==> src/rtl/fifo_arb_pkg.sv <==
// ---------------------------------------------------------------------------
// fifo_arb_pkg
// Shared types and constants for the FIFO round-robin arbiter.
//   arb_state_e    : arbiter state (idle round-robin search / locked to a port)
//   BEAT_CNT_WIDTH : width of each per-port accepted-beat counter
// ---------------------------------------------------------------------------
package fifo_arb_pkg;

   typedef enum logic {
      ARB_IDLE   = 1'b0,
      ARB_LOCKED = 1'b1
   } arb_state_e;

   localparam int BEAT_CNT_WIDTH = 16;

endpackage

==> src/rtl/rr_priority_pick.sv <==
// ---------------------------------------------------------------------------
// rr_priority_pick
// Combinational rotating-priority picker. Finds the first asserted request
// starting at start_ptr and searching upwards, wrapping from NUM_PORTS-1 to 0.
// Ports:
//   req       in  NUM_PORTS  request vector
//   start_ptr in  ID_WIDTH   index with highest priority
//   winner    out ID_WIDTH   first requesting index (start_ptr when none)
//   any_req   out 1          at least one request asserted
// ---------------------------------------------------------------------------
module rr_priority_pick #(
   parameter int NUM_PORTS = 4,
   parameter int ID_WIDTH  = $clog2(NUM_PORTS)
) (
   input  logic [NUM_PORTS-1:0] req,
   input  logic [ID_WIDTH-1:0]  start_ptr,
   output logic [ID_WIDTH-1:0]  winner,
   output logic                 any_req
);

   localparam logic [ID_WIDTH-1:0] LAST_ID = ID_WIDTH'(NUM_PORTS - 1);

   logic [ID_WIDTH-1:0] idx;

   // Walk the ports in priority order. The wrap is an explicit compare so
   // non-power-of-two port counts rotate correctly.
   always_comb begin
      winner  = start_ptr;
      any_req = 1'b0;
      idx     = start_ptr;
      for (int i = 0; i < NUM_PORTS; i++) begin
         if (!any_req && req[idx]) begin
            winner  = idx;
            any_req = 1'b1;
         end
         idx = (idx == LAST_ID) ? '0 : idx + ID_WIDTH'(1);
      end
   end

endmodule

==> src/rtl/fifo_rr_arbiter.sv <==
// ---------------------------------------------------------------------------
// fifo_rr_arbiter
// Round-robin arbiter sharing one FIFO write port between NUM_PORTS producers.
// Multi-beat packets (delimited by last_i) are kept atomic: after a non-last
// beat is accepted the arbiter locks to that port until its last beat.
// Forwarding is purely combinational; only state, rr_ptr and lock_id are
// registered.
// Ports:
//   clk, rst     clock, asynchronous active-high reset
//   data_i       packed per-port payloads, port p at [p*DATA_WIDTH +: DATA_WIDTH]
//   valid_i      per-port beat valid
//   last_i       per-port last-beat flag
//   grant_o      per-port beat accepted
//   data_o       selected payload
//   valid_o      beat offered downstream
//   last_o       last flag of the selected beat
//   port_id_o    index of the selected port
//   grant_i      downstream accepts the beat
// Optional (macro FIFO_ARB_BEAT_CNT_EN):
//   cnt_clear_i  synchronous clear of all beat counters
//   beat_cnt_o   per-port saturating accepted-beat counters, 16 bits each
// ---------------------------------------------------------------------------
module fifo_rr_arbiter
   import fifo_arb_pkg::*;
#(
   parameter int  NUM_PORTS  = 4,
   parameter int  DATA_WIDTH = 32,
   localparam int ID_WIDTH   = $clog2(NUM_PORTS)
) (
   input  logic                             clk,
   input  logic                             rst,
   input  logic [NUM_PORTS*DATA_WIDTH-1:0]  data_i,
   input  logic [NUM_PORTS-1:0]             valid_i,
   input  logic [NUM_PORTS-1:0]             last_i,
   output logic [NUM_PORTS-1:0]             grant_o,
   output logic [DATA_WIDTH-1:0]            data_o,
   output logic                             valid_o,
   output logic                             last_o,
   output logic [ID_WIDTH-1:0]              port_id_o,
   input  logic                             grant_i
`ifdef FIFO_ARB_BEAT_CNT_EN
   ,
   input  logic                             cnt_clear_i,
   output logic [NUM_PORTS*BEAT_CNT_WIDTH-1:0] beat_cnt_o
`endif
);

   localparam logic [ID_WIDTH-1:0] LAST_ID = ID_WIDTH'(NUM_PORTS - 1);

   arb_state_e          state_q, state_d;
   logic [ID_WIDTH-1:0] rr_ptr_q, rr_ptr_d;
   logic [ID_WIDTH-1:0] lock_id_q, lock_id_d;
   logic [ID_WIDTH-1:0] pick_id;
   logic [ID_WIDTH-1:0] winner;
   logic                any_req;
   logic                xfer;

   function automatic logic [ID_WIDTH-1:0] next_port(input logic [ID_WIDTH-1:0] p);
      return (p == LAST_ID) ? '0 : p + ID_WIDTH'(1);
   endfunction

   rr_priority_pick #(
      .NUM_PORTS (NUM_PORTS),
      .ID_WIDTH  (ID_WIDTH)
   ) u_pick (
      .req       (valid_i),
      .start_ptr (rr_ptr_q),
      .winner    (pick_id),
      .any_req   (any_req)
   );

   // State register: arbitration state, round-robin pointer and lock owner.
   always_ff @(posedge clk or posedge rst) begin
      if (rst) begin
         state_q   <= ARB_IDLE;
         rr_ptr_q  <= '0;
         lock_id_q <= '0;
      end else begin
         state_q   <= state_d;
         rr_ptr_q  <= rr_ptr_d;
         lock_id_q <= lock_id_d;
      end
   end

   // Next-state logic. Only an accepted beat moves the arbiter; a stalled
   // downstream or an idle locked port leaves everything where it is.
   always_comb begin
      state_d   = state_q;
      rr_ptr_d  = rr_ptr_q;
      lock_id_d = lock_id_q;
      if (xfer) begin
         unique case (state_q)
            ARB_IDLE: begin
               if (last_o) begin
                  rr_ptr_d = next_port(winner);
               end else begin
                  state_d   = ARB_LOCKED;
                  lock_id_d = winner;
               end
            end
            ARB_LOCKED: begin
               if (last_o) begin
                  state_d  = ARB_IDLE;
                  rr_ptr_d = next_port(lock_id_q);
               end
            end
            default: state_d = ARB_IDLE;
         endcase
      end
   end

   // Output logic. While locked the owner is the only candidate, so other
   // ports are starved even if the owner pauses mid-packet. With no request
   // in idle the picker returns rr_ptr, keeping outputs deterministic.
   always_comb begin
      winner    = (state_q == ARB_LOCKED) ? lock_id_q : pick_id;
      valid_o   = (state_q == ARB_LOCKED) ? valid_i[lock_id_q] : any_req;
      xfer      = valid_o & grant_i;
      data_o    = '0;
      last_o    = 1'b0;
      grant_o   = '0;
      port_id_o = winner;
      for (int p = 0; p < NUM_PORTS; p++) begin
         if (winner == ID_WIDTH'(p)) begin
            data_o     = data_i[p*DATA_WIDTH +: DATA_WIDTH];
            last_o     = last_i[p];
            grant_o[p] = xfer;
         end
      end
   end

`ifdef FIFO_ARB_BEAT_CNT_EN
   logic [BEAT_CNT_WIDTH-1:0] beat_cnt_q [NUM_PORTS];

   // Per-port accepted-beat counters. They saturate rather than wrap, and a
   // clear takes priority over a same-cycle transfer.
   always_ff @(posedge clk or posedge rst) begin
      if (rst) begin
         for (int p = 0; p < NUM_PORTS; p++) begin
            beat_cnt_q[p] <= '0;
         end
      end else begin
         for (int p = 0; p < NUM_PORTS; p++) begin
            if (cnt_clear_i) begin
               beat_cnt_q[p] <= '0;
            end else if (valid_i[p] && grant_o[p] && (beat_cnt_q[p] != '1)) begin
               beat_cnt_q[p] <= beat_cnt_q[p] + BEAT_CNT_WIDTH'(1);
            end
         end
      end
   end

   // Flatten the counter array onto the packed output bus.
   always_comb begin
      beat_cnt_o = '0;
      for (int p = 0; p < NUM_PORTS; p++) begin
         beat_cnt_o[p*BEAT_CNT_WIDTH +: BEAT_CNT_WIDTH] = beat_cnt_q[p];
      end
   end
`endif

endmodule

==> config.mk <==
export PLATFORM = sky130hd
export DESIGN_NAME = fifo_rr_arbiter
export DESIGN_NICKNAME = d
export VERILOG_FILES = /design/src/rtl/fifo_arb_pkg.sv /design/src/rtl/rr_priority_pick.sv /design/src/rtl/fifo_rr_arbiter.sv
export SDC_FILE = /design/constraint.sdc
export NUM_CORES = 1
export LEC_CHECK = 0
export ABC_CLOCK_PERIOD_IN_PS = 5600
export BUFFER_PORTS_ARGS = -buffer_cell sky130_fd_sc_hd__buf_2
export CORE_MARGIN = 2
export CORE_UTILIZATION = 36
export DETAILED_ROUTE_END_ITERATION = 16
export GPL_TIMING_DRIVEN = 0
export PLACE_DENSITY = 0.79
export SLEW_MARGIN = 20
export SYNTH_ARGS = -nofsm -noshare
export SYNTH_HDL_FRONTEND = slang
export SYNTH_SLANG_ARGS = --single-unit
==> constraint.sdc <==
create_clock -name clk -period 5.6 [get_ports clk]
set_input_delay 0.28 -clock clk [delete_from_list [all_inputs] [get_ports clk]]
set_output_delay 0.28 -clock clk [all_outputs]
set_load 0.03 [all_outputs]
# Word level (Yosys, flattened, before mapping)
# Index checks and enable logic that the tools add are counted.
# word_totals
elab_cells,74
out_inout_bits,40
register_bits,5
inputBits,139
# classes
reduce_logical,9
muxes,40
n_eq_ne,9
bitwise,3
add_sub_neg,5
magnitude_cmp,5
# op_table
op,count
$mux 32,4
$mux 2,11
$mux 1,19
$lt 2x3->1 const B,5
$eq 2x2->1 const B,6
$add 2x1->2 const B,5
$bmux 1 s2,5
$reduce_and 3->1,2
$ne 2x2->1 const B,2
$pmux 2 s2,1
$logic_and 1x1->1,3
$logic_not 1->1,3
$eq 2x1->1 const B,1
$logic_not 2->1,1
$not 1->1,2
$and 1x1->1,1

# Logic depth before layout (Yosys ltp)
# Gate-level depths: netlist of run 1.
# logic_depth
ltp_word,20
ltp_mapped,17
depth_no_buf,14

# Modules after synthesis
# A second synthesis of run 1 with hierarchy kept.
# hier_totals
cells_unflattened,251
hier_area_um2,1803.0
# modules_own_cells
module,cells_per_inst,area_each_um2,instances,seq_area_each_um2
fifo_rr_arbiter,199,1437.6,1,125.1
rr_priority_pick,52,365.4,1,0.0

# Least setup slack after synthesis of run 1
# OpenSTA, ideal clock, no wires.
# synth_path
kind,register to register
start,reg rr_ptr_q[0]
end,reg lock_id_q[0]
path_buffers,3
required_time_ns,5.474
t_arrival_ns,4.338
path_slack_ns,1.136
stages_incl_launch_ff,17
setup_time_ns,0.126
synth_period_minus_slack_ns,4.464
path_cell_list,dfrtp_1 ha_1 buf_4 or3_4 and4b_4 or3_4 nand3_2 mux2i_1 o21a_1 ha_1 buf_2 nor2b_1 clkbuf_1 a221o_1 a22o_1 or3b_1 o32a_1
# synth_via
elab_chain_cells,20
word_cells_on_any_way,43
cone_classes,add/sub: 3; eq/ne: 6; mux: 24; bitwise: 2; reduce/logical: 8
# synth_rtl
element,line,rtl
start: declaration,fifo_rr_arbiter.sv:51,"logic [ID_WIDTH-1:0] rr_ptr_q, rr_ptr_d;"
start signal: assignment,fifo_rr_arbiter.sv:80,rr_ptr_q <= rr_ptr_d;
branches (longest 11 deep; another with $add 2x1->2),--,
$mux 2 *,rr_priority_pick.sv:32,if (!any_req && req[idx]) begin
$mux 2 *,fifo_rr_arbiter.sv:116,winner = (state_q == ARB_LOCKED) ? lock_id_q : pick_id;
named net port_id_o[0],fifo_rr_arbiter.sv:39,"output logic [ID_WIDTH-1:0] port_id_o,"
$logic_not 2->1,fifo_rr_arbiter.sv:124,if (winner == ID_WIDTH'(p)) begin
$mux 1 (3 in a row),fifo_rr_arbiter.sv:124,
$mux 1 *,fifo_rr_arbiter.sv:124,
named net last_o,fifo_rr_arbiter.sv:38,"output logic last_o,"
$not 1->1 (no source line) *,--,
$reduce_and 3->1 (no source line) *,--,
end signal: assignment,fifo_rr_arbiter.sv:81,lock_id_q <= lock_id_d;
end: declaration,fifo_rr_arbiter.sv:52,"logic [ID_WIDTH-1:0] lock_id_q, lock_id_d;"
# Mark *: on every way through the listed nets, which the timed path passes. The select of a mux whose other input is x is not followed.
# A chain may end at the register's enable or synchronous reset.

# Worst setup path after layout of run 1
# layout_path
start,reg rr_ptr_q[0]
end,out data_o[28]
# layout_via
elab_chain_cells,18
word_cells_on_any_way,38
cone_classes,add/sub: 3; eq/ne: 6; mux: 22; reduce/logical: 7
# layout_rtl
element,line,rtl
branches (longest 11 deep; another with $add 2x1->2),--,
$mux 2 *,rr_priority_pick.sv:32,
$mux 2 *,fifo_rr_arbiter.sv:116,
$logic_not 2->1,fifo_rr_arbiter.sv:124,
$mux 32 (3 in a row),fifo_rr_arbiter.sv:124,
$mux 32 *,fifo_rr_arbiter.sv:124,
end: declaration,fifo_rr_arbiter.sv:36,"output logic [DATA_WIDTH-1:0] data_o,"
# Every way passes the cells marked *. The select of a mux whose other input is x is not followed.

==> results of run 1 <==
-- area by class of cell --
type,instances,area [um2]
plain buffers,27,114
clock buffers,4,45.0
fillers,457,1940
inverters,8,30.0
multi-input cells,244,1470
flip-flops and latches,5,125
well taps,54,67.6
repair buffers,179,901
-- through the flow --
stage | cells | hold WS [ps] | utilization (%)
floorplan | 284 | 58.5 | -
global placement | 516 | 181 | 57.4
detailed placement | 516 | 185 | 57.4
CTS | 521 | 442 | 58.6
global route | 521 | 466 | 58.6
finish | 521 | 442 | 58.6
-- cell usage after synthesis (2+ instances only) --
master,count,area [um2]
inv_1,7,26.3
a21oi_1,39,195
a22oi_1,31,233
and3_1,4,25.0
a31oi_1,3,18.8
mux2i_1,4,40.0
clkbuf_1,24,90.1
nand3_1,2,10.0
o22ai_1,2,12.5
ha_1,6,75.1
o21ai_0,37,185
dfrtp_1,5,125
nand2b_1,2,12.5
mux4_2,3,67.6
nor2_1,43,161
or3_4,2,22.5
mux2_2,6,67.6
nand2_1,40,150
-- critical path: stages (launching register included) --
cell and delay (ps):
dfrtp_1 380, ha_1 290, buf_4 170, or3_4 390, and4b_4 210, or3_4 400
a41o_1 230, a31o_1 230, and2_1 190, ha_1 170, buf_2 180, nor2b_1 120
clkbuf_1 230, clkbuf_1 430, a22oi_1 140, nor2_1 120, a21oi_1 50, o21ai_0 180
buf_2 230
-- sequential cells by signal, summed over array words and instances (netlist names) --
register / count
lock_id_q: 2
state_q: 1
rr_ptr_q: 2
-- cell families (layout without fill, tap and decap cells) --
group | count (synthesis) | after routing | synth area share [%]
AOI/OAI and AO/OA | 123 | 123 | 43.7
and+or+nand+nor | 102 | 102 | 26.4
buffers and inverters | 35 | 218 | 8.29
muxes | 13 | 13 | 10.1
adders and majority gates | 6 | 6 | 4.32
DFF | 5 | 5 | 7.20
-- how the worst min path moves through the flow --
| stage | slack (ps) | endpoint | depth (start not counted) | start |
|---|---|---|---|---|
| after floorplan | 60 | lock_id_q[0] | 1 | rst |
| after global placement | 180 | state_q | 2 | rst |
| after detailed placement | 180 | state_q | 2 | rst |
| after CTS | 440 | state_q | 4 | grant_i |
| after global routing | 470 | state_q | 4 | grant_i |
| final | 440 | state_q | 4 | grant_i |
-- cell usage in the layout, fill, tap and decap left out, types with 2 or more instances in the layout --
cell / count
o22ai_1: 2
nand3_1: 2
o21ai_0: 37
and3_1: 4
nor2_1: 43
mux2i_1: 4
a21oi_1: 39
buf_2: 179
nand2_1: 40
a22oi_1: 31
mux4_2: 3
a31oi_1: 3
clkbuf_1: 25
clkbuf_8: 3
inv_1: 7
dfrtp_1: 5
mux2_2: 6
or3_4: 2
ha_1: 6
nand2b_1: 2
-- what timing repair did --
action | 4_1_cts | 5_1_grt
resized for setup | 0 | 0
endpoints found under the setup margin | 0 | 0
hold endpoints to repair | 5 | 0
hold buffers | 1 | 0
-- per-layer routing --
metal	vias up	global-route usage [%]
met4	0	2.63
met1	1259	33.7
li1	1404	-
met5	-	0
met2	137	44.9
met3	4	3.16
==> flow_metrics.py, run 1 <==
metrics = {
    "sta": {
        "finalClockSkew_ps": 1.53,
        "setup_viol": 0,
        "hold_violations": 0,
        "fmax_mhz": 206,
        "min_period_ps": 4850,
        "rsz0062_at_grt": "false",
        "final.setup.tns_ps": 0,
        "slew_headroom_pct": 67.5,
        "final_max_slew_viol_count": 0,
        "worst_slack_ps": 754,
        "period_share_pct": 86.5,
        "tightest_slew_ps": 488,
    },
    "yosys": {
        "syn_avg_cell_area_um2": 6.12,
        "async_flop_share_pct": 100,
        "synthCells": 284,
        "synth_nets": 429,
        "yosysUniqueCellTypes": 42,
        "dominantRegCellSynth": "dfrtp_1",
        "yosys_warnings": 0,
        "ys_ff_latch": 5,
        "ys_seq_area_share_pct": 7.20,
        "synth_area_um2": 1740,
        "synth_edf_count": 0,
    },
    "critical_path": {
        "crit_end": "data_o[28]",
        "crit_type": "reg -> out",
        "crit_arrival_ps": 4570,
        "r2r_start": "rr_ptr_q[0]",
        "reg2reg_depth": 15,
        "critPathRequiredTime_ps": 5320,
        "r2r_end": "lock_id_q[0]",
        "end_kind": "primary output",
        "start_kind": "flop",
        "cp_max_fo": 10,
        "crit_start": "rr_ptr_q[0]",
        "reg2reg_slack_ps": 1090,
    },
    "layout": {
        "fin_nets": 613,
        "n_antenna_cell": 0,
        "fin_area_um2": 2750,
        "drive_above_1_share_pct": 42.8,
        "area_growth_pct": 58.4,
    },
    "global_routing": {
        "grt_pass1_wl_mm": 11.0,
        "grt_pass1_vias": 2439,
        "grt_overflow": 0,
        "antenna_found_initial": 0,
        "grt_max_degree": 11,
        "grtUsageTotal_pct": 25.3,
    },
    "die": {
        "die_h_um": 73.5,
        "start_util_pct": 37.0,
        "coreArea_um2": 4690,
        "ios": 179,
        "dieArea_um2": 5400,
        "die_w_um": 73.5,
        "rows": 25,
    },
    "clock_tree": {
        "clkLatencyLatePin_ps": 220,
        "clock_sinks": 5,
        "h-tree-depth": 1,
        "post_cts_buffers": 0,
        "cts_tree": "done",
        "clock-root-buffer": "clkbuf_8",
        "cts_buffer_depth": 2,
        "numCtsBuffers": 3,
        "cts.clk_slew.worst_paths_ps": 40,
    },
    "placement": {
        "hpwl_mm": 6.12,
        "dpl_cell_area_um2": 2700,
        "numPortBuffers": 178,
        "place.gp.congestion": 0.897,
        "dp_slack_ps": 987,
    },
    "drt": {
        "via_per_inst": 5.38,
        "wl_met1_mm": 3.18,
        "totalWireLength_mm": 7.51,
        "final_antenna_net_count": 0,
        "drt-wirelength-per-cell_um": 14.4,
        "drc": 0,
        "num_vias": 2804,
        "wl_met2_mm": 3.77,
        "drt_iter0_markers": 179,
        "top_layer_used": "met4",
        "wl_met3_um": 530,
        "dr.pass1.iters": 5,
    },
    "worst_hold_path": {
        "worstHoldPathType": "in -> reg",
    },
    "outcome": {
        "status": "finished clean",
    },
    "run": {
        "max_cap_viol_count": 0,
    },
}
Power of run 1 is left out: the tool's default activity adds up to more than one toggle a clock period on the data nets, which glitch-free logic cannot reach.
==> run 2, diff against run 1 <==
- CORE_UTILIZATION: 36 -> 37
- CTS_BUF_LIST: unset -> sky130_fd_sc_hd__clkbuf_2 sky130_fd_sc_hd__clkbuf_4 sky130_fd_sc_hd__clkbuf_8
- PLACE_DENSITY: 0.79 -> 0.81
==> run 2 against run 1 <==
Utilization increased by 3.3 points. Maximum frequency decreased by 1.6%. First-iteration DRC count increased by 26%. Die area decreased by 2.6%. Critical path depth unchanged. Setup slack got worse by 77 ps. Register-to-register slack got worse by 20 ps. Via count increased by 0.36%. Global-route usage increased by 2.0 points. Critical endpoint is now data_o[21]. Highest routed layer unchanged.
==> flow_metrics.py, run 2 (synthesis gave the netlist of run 1 again) <==
metrics = {
    "critical_path": {
        "slowest_stage": "or3_4",
        "crit_start": "rr_ptr_q[0]",
        "crit_type": "reg -> out",
        "crit_end": "data_o[21]",
        "crit_arrival_ps": 4640,
        "cp_max_fo": 10,
        "worstPathCellList": "ha_1, buf_4, or3_4, and4b_4, or3_4, a41o_1, a31o_1, and2_1, ha_1, buf_2, nor2b_1, clkbuf_1, clkbuf_1, a22oi_1, nor2_1, a21oi_1, o21ai_0, buf_2",
        "reg2reg_slack_ps": 1070,
        "cpLargestDelayFamily": "simple AND/OR/NAND/NOR gates",
        "start_kind": "flop",
        "r2r_end": "lock_id_q[0]",
        "reg2reg_depth": 16,
        "r2r_start": "rr_ptr_q[0]",
        "critPathRequiredTime_ps": 5320,
        "path_depth": 18,
        "cp_slowest_stage_delay_ps": 400,
        "end_kind": "primary output",
        "crit_buf_inv": 5,
    },
    "drt": {
        "drt_iter0_markers": 225,
        "num_vias": 2814,
        "final_antenna_net_count": 0,
        "dr.pass1.iters": 4,
        "via_per_inst": 5.42,
        "drc": 0,
        "drt-wirelength-per-cell_um": 14.9,
        "totalWireLength_mm": 7.75,
    },
    "placement": {
        "dpl_cell_area_um2": 2690,
        "numPortBuffers": 178,
        "hpwl_mm": 6.28,
        "place.gp.congestion": 0.972,
    },
    "clock_tree": {
        "cts_buffer_depth": 2,
        "h-tree-depth": 1,
        "clock_sinks": 5,
        "clkLatencyLatePin_ps": 220,
        "cts.clk_slew.worst_paths_ps": 40,
        "numCtsBuffers": 3,
        "postCtsResizedCells": 0,
        "clock-root-buffer": "clkbuf_8",
        "cts_tree": "done",
    },
    "layout": {
        "fin_util_pct": 61.9,
        "nFillCells": 424,
        "fin_area_um2": 2750,
        "largestRegisters": "lock_id_q x2, rr_ptr_q x2, state_q x1",
        "fin_nets": 613,
        "n_antenna_cell": 0,
        "final_cell_mix": "179 x buf_2, 43 x nor2_1, 40 x nand2_1, 39 x a21oi_1, 37 x o21ai_0",
        "drive_above_1_share_pct": 43.0,
        "multi_input_area_um2": 1470,
        "seqCellArea_um2": 125,
        "final_common_cell": "buf_2",
        "area_growth_pct": 58.4,
    },
    "die": {
        "dieArea_um2": 5260,
        "coreArea_um2": 4440,
        "die_h_um": 72.5,
        "die_w_um": 72.5,
        "start_util_pct": 39.1,
        "rows": 24,
        "ios": 179,
    },
    "sta": {
        "setup_viol": 0,
        "period_share_pct": 87.9,
        "hold_violations": 0,
        "final.setup.tns_ps": 0,
        "final_max_slew_viol_count": 0,
        "finalClockSkew_ps": 5.67,
        "fmax_mhz": 203,
        "min_period_ps": 4920,
        "slew_headroom_pct": 67.5,
        "rsz0062_at_grt": "false",
        "tightest_slew_ps": 487,
    },
    "global_routing": {
        "grt_overflow": 0,
        "grt_pass1_wl_mm": 11.8,
        "grt_max_degree": 11,
        "grt_pass1_vias": 2539,
        "antenna_found_initial": 0,
        "grtUsageTotal_pct": 27.3,
    },
    "run": {
        "max_cap_viol_count": 0,
    },
    "worst_hold_path": {
        "worstHoldPathType": "in -> reg",
    },
    "outcome": {
        "status": "finished clean",
    },
}
-- run 2: cell counts in the layout (fill, tap and decap cells not counted) --
No cell type changed its count.
-- run 2: area by class of cell --
cell class,count,share of cell area (%)
clock buffer,4,1.77
buffer,27,4.14
multi-input combinational,244,53.3
tap,52,2.36
sequential,5,4.55
timing repair buffer,179,32.7
inverter,8,1.09
-- run 2: worst reg2reg max path, stage by stage (launching register included) --
cell,delay (ps)
dfrtp_1,380
ha_1,290
buf_4,170
or3_4,400
and4b_4,210
or3_4,400
nand3_2,90
mux2i_1,360
o21a_1,260
ha_1,170
buf_2,200
nor2b_1,70
clkbuf_1,150
a221o_1,310
a22o_1,220
or3b_1,400
o32a_1,310
-- run 2: how the worst min path moves through the flow --
stage	cells after the start	to	startpoint
4_1_cts	3	state_q	last_i[3]
5_1_grt	3	state_q	last_i[3]
6_report	3	state_q	last_i[3]
3_5_place_dp	2	state_q	rst
2_1_floorplan	1	lock_id_q[0]	rst
3_3_place_gp	2	state_q	rst
-- run 2: repair_timing --
item                                   in CTS  in global routing
endpoints found under the hold margin       5                  0
setup buffers                               0                  0
hold buffers                                1                  0
-- run 2: metrics by stage --
step	cells	setup slack, ps	hold WS [ps]
after CTS	519	687	428
after floorplan	284	1140	58.5
after global placement	514	979	173
final	519	677	447
after detailed placement	514	930	176
after global routing	519	397	458
-- run 2: layer usage --
layer | share of wire [%] | up-vias | track usage, % | wire length, um
li1 | - | 1400 | - | -
met1 | 41 | 1257 | 35.6 | 3190
met2 | 50 | 143 | 48.0 | 3880
met3 | 6.9 | 14 | 2.36 | 538
met4 | 1.8 | 0 | 7.41 | 142
met5 | 0 | - | 0 | 0
Power of run 2 is left out for the same reason.
